===== src/rtl/crc32_pkg.sv =====
// Shared CRC-32 definitions for the receive checker and the transmit generator:
// polynomial, initial value, checker FSM state encoding and the word-wide update.
package crc32_pkg;

  localparam logic [31:0] CRC32_POLY_REFL = 32'hEDB8_8320;
  localparam logic [31:0] CRC32_INIT      = 32'hFFFF_FFFF;

  typedef enum logic [1:0] {
    ST_IDLE   = 2'd0,
    ST_ACTIVE = 2'd1,
    ST_DROP   = 2'd2
  } crc_state_t;

  // Fold one 32-bit word into the reflected CRC register, LSB first.
  // XORing the whole word in up front is equivalent to the bit-serial form.
  function automatic logic [31:0] crc32_update_word(input logic [31:0] crc,
                                                    input logic [31:0] data);
    logic [31:0] c;
    c = crc ^ data;
    for (int i = 0; i < 32; i++) begin
      if (c[0]) begin
        c = {1'b0, c[31:1]} ^ CRC32_POLY_REFL;
      end else begin
        c = {1'b0, c[31:1]};
      end
    end
    return c;
  endfunction

endpackage


===== src/rtl/crc32_word_update.sv =====
// Combinational 32-bit parallel next-CRC stage (reflected CRC-32).
// Shared between the receive checker and the transmit generator.
module crc32_word_update
  import crc32_pkg::*;
(
  input  logic [31:0] crc_in,
  input  logic [31:0] data_in,
  output logic [31:0] crc_out
);

  assign crc_out = crc32_update_word(crc_in, data_in);

endmodule


===== config.mk =====
export PLATFORM = sky130hd
export DESIGN_NAME = crc32_word_update
export DESIGN_NICKNAME = d
export VERILOG_FILES = /design/src/rtl/crc32_pkg.sv /design/src/rtl/crc32_word_update.sv
export SDC_FILE = /design/constraint.sdc
export NUM_CORES = 1
export LEC_CHECK = 0
export ABC_CLOCK_PERIOD_IN_PS = 12300
export CORE_MARGIN = 10
export CORE_UTILIZATION = 38
export DETAILED_ROUTE_END_ITERATION = 7
export PLACE_DENSITY_LB_ADDON = 0.08
export SETUP_SLACK_MARGIN = 0.2
export SKIP_LAST_GASP = 1
export SYNTH_ARGS = -nofsm -noshare
export SYNTH_HDL_FRONTEND = slang
export SYNTH_SLANG_ARGS = --single-unit

===== constraint.sdc =====
create_clock -name vclk -period 12.3
set_input_delay 2.46 -clock vclk [all_inputs]
set_output_delay 2.46 -clock vclk [all_outputs]
set_load 0.05 [all_outputs]

==> run metrics <==
Synth top area share between 30% and 40%; Synth-to-Final Area Change 31.4%; Max FO, Critical Path 6; Initial Util 39.4%; Max-Cap Viols 0; Gate Count Post-Synth 259; ANT nets after route 0; Worst Hold Depth 6; fmax 0.106 GHz; FFs & Latches 0; Synth Cell Area approximately 3500 µm²; Worst slew margin 52.8%; WL/cell slightly below 20 µm; post-CTS setup buffer count 0; required time worst endpoint ~10 ns; grt ovf 0; # hold bufs at CTS 0; Setup crit end kind primary output; status completed; Vias 2,135; Cells after DPL 463; n_diodes 0; Slowest-stage cell, CP clkdlybuf4s50_1; CP Cell Sequence clkdlybuf4s50_1 > xor2_1 > xnor3_1 > xnor3_2 > xnor3_1 > xor2_2 > xor3_2 > xnor2_1 > clkdlybuf4s50_1; Chip Height ~120 µm; Via-to-Cell Ratio approximately 4.6; clkbuf count 0; die width 116 µm; DRC viols 0; fin crit period 9.42 ns; YS warnings 0; Setup-failing EPs final 0; Iteration-0 DRC Markers 97; largest net degree at the start of global routing 10; Total Wirelength roughly 9.1 mm; Port Buffer Count 96; Worst Hold End crc_out[0]; register area share after synthesis 0%; GP Congestion roughly 0.85; Post-CTS Resized 0; gr usage total a little over an eighth; final max-slew violation count 0; initial antenna violation count 0; IO Count 96; Yosys cell types 11; syn_nets 323; period utilisation layout between 70% and 80%; first-pass GRT wire length ~14 mm; setup TNS 0 ns; worst-margin pin slew 0.704 ns; RSZ-0062 raised after global routing false; Hold Slack roughly 6.8 ns; Post-Layout Cell Count about 460; full die area about 13,000 µm²; worst setup path class in -> out; Arrival @ worst endpoint approximately 7.0 ns; core area approximately 9000 µm²; share of layout cells above drive strength 1 roughly a tenth; dpl hpwl 7.87 mm; Startpoint Class input port; Detailed Routing Iterations Pass 1 4; register area 0 µm²; crit-path max cell delay just over 0.8 ns; # rows 34; fin nets roughly 420; top post-synthesis cells by area xnor2_1 32%, xnor3_1 29%, xor2_1 10%, xnor3_2 7.5%, xnor2_2 5.6%; largest area contributor in the netlist xnor2_1; Final Util 51.8%; HP Class in -> out; vias in the first global route roughly 2,500; Mean Syn Cell Area ~13 µm²; Hold Vio Cnt, Final 0; hold path startpoint crc_in[8]
cell usage in the layout (no fill, tap or decap):
master	synthesis	layout
clkdlybuf4s50_1	0	96
xor3_2	3	3
xnor3_1	45	45
xor2_2	1	1
xor2_4	1	1
xnor3_4	2	2
xor2_1	41	41
xor3_1	7	7
xnor2_1	129	129
xnor3_2	11	11
xnor2_2	12	12
xnor2_4	7	7
metrics by stage:
| step | setup WS [ns] | area, µm² |
|---|---|---|
| CTS | 2.84 | 4590 |
| finish | 2.88 | 4590 |
| floorplan | 3.76 | 3490 |
| detailed placement | 2.86 | 4590 |
| global placement | 2.88 | 4590 |
| global route | 2.63 | 4590 |
cells by family after synthesis:
logic type and share of synthesized area [%]:
xor+xnor 100
cell usage after synthesis:
cell type,count
xnor2_1,129
xnor3_1,45
xor2_1,41
xnor2_2,12
xnor3_2,11
xnor2_4,7
xor3_1,7
xor3_2,3
xnor3_4,2
xor2_2,1
xor2_4,1
final cells by class:
| cell class | count | area, µm² |
|---|---|---|
| fill | 820 | 4260 |
| multi-input combinational | 259 | 3490 |
| timing repair buffer | 96 | 961 |
| tap | 108 | 135 |
worst max-delay path, delay by kind of cell:
kind	cells	cell delay, ns
buf+inv	2	1.34
xor+xnor	7	3.15
worst max path at each step:
stage	start	to	slack, ns	depth (start not counted)
floorplan	data_in[3]	crc_out[26]	3.76	7
global placement	crc_in[0]	crc_out[8]	2.88	9
detailed placement	data_in[0]	crc_out[8]	2.86	9
CTS	data_in[0]	crc_out[8]	2.84	9
global route	data_in[0]	crc_out[8]	2.63	9
finish	data_in[0]	crc_out[8]	2.88	9
metal layers:
layer  wire length (µm)  global-route usage, %
met1               4120                   18.7
met2               4520                   23.8
met3                461                   1.34
met4                 26                  0.667
met5                  0                      0
Power is left out: the tool's default activity adds up to more than one toggle a clock period on the data nets, which glitch-free logic cannot reach.
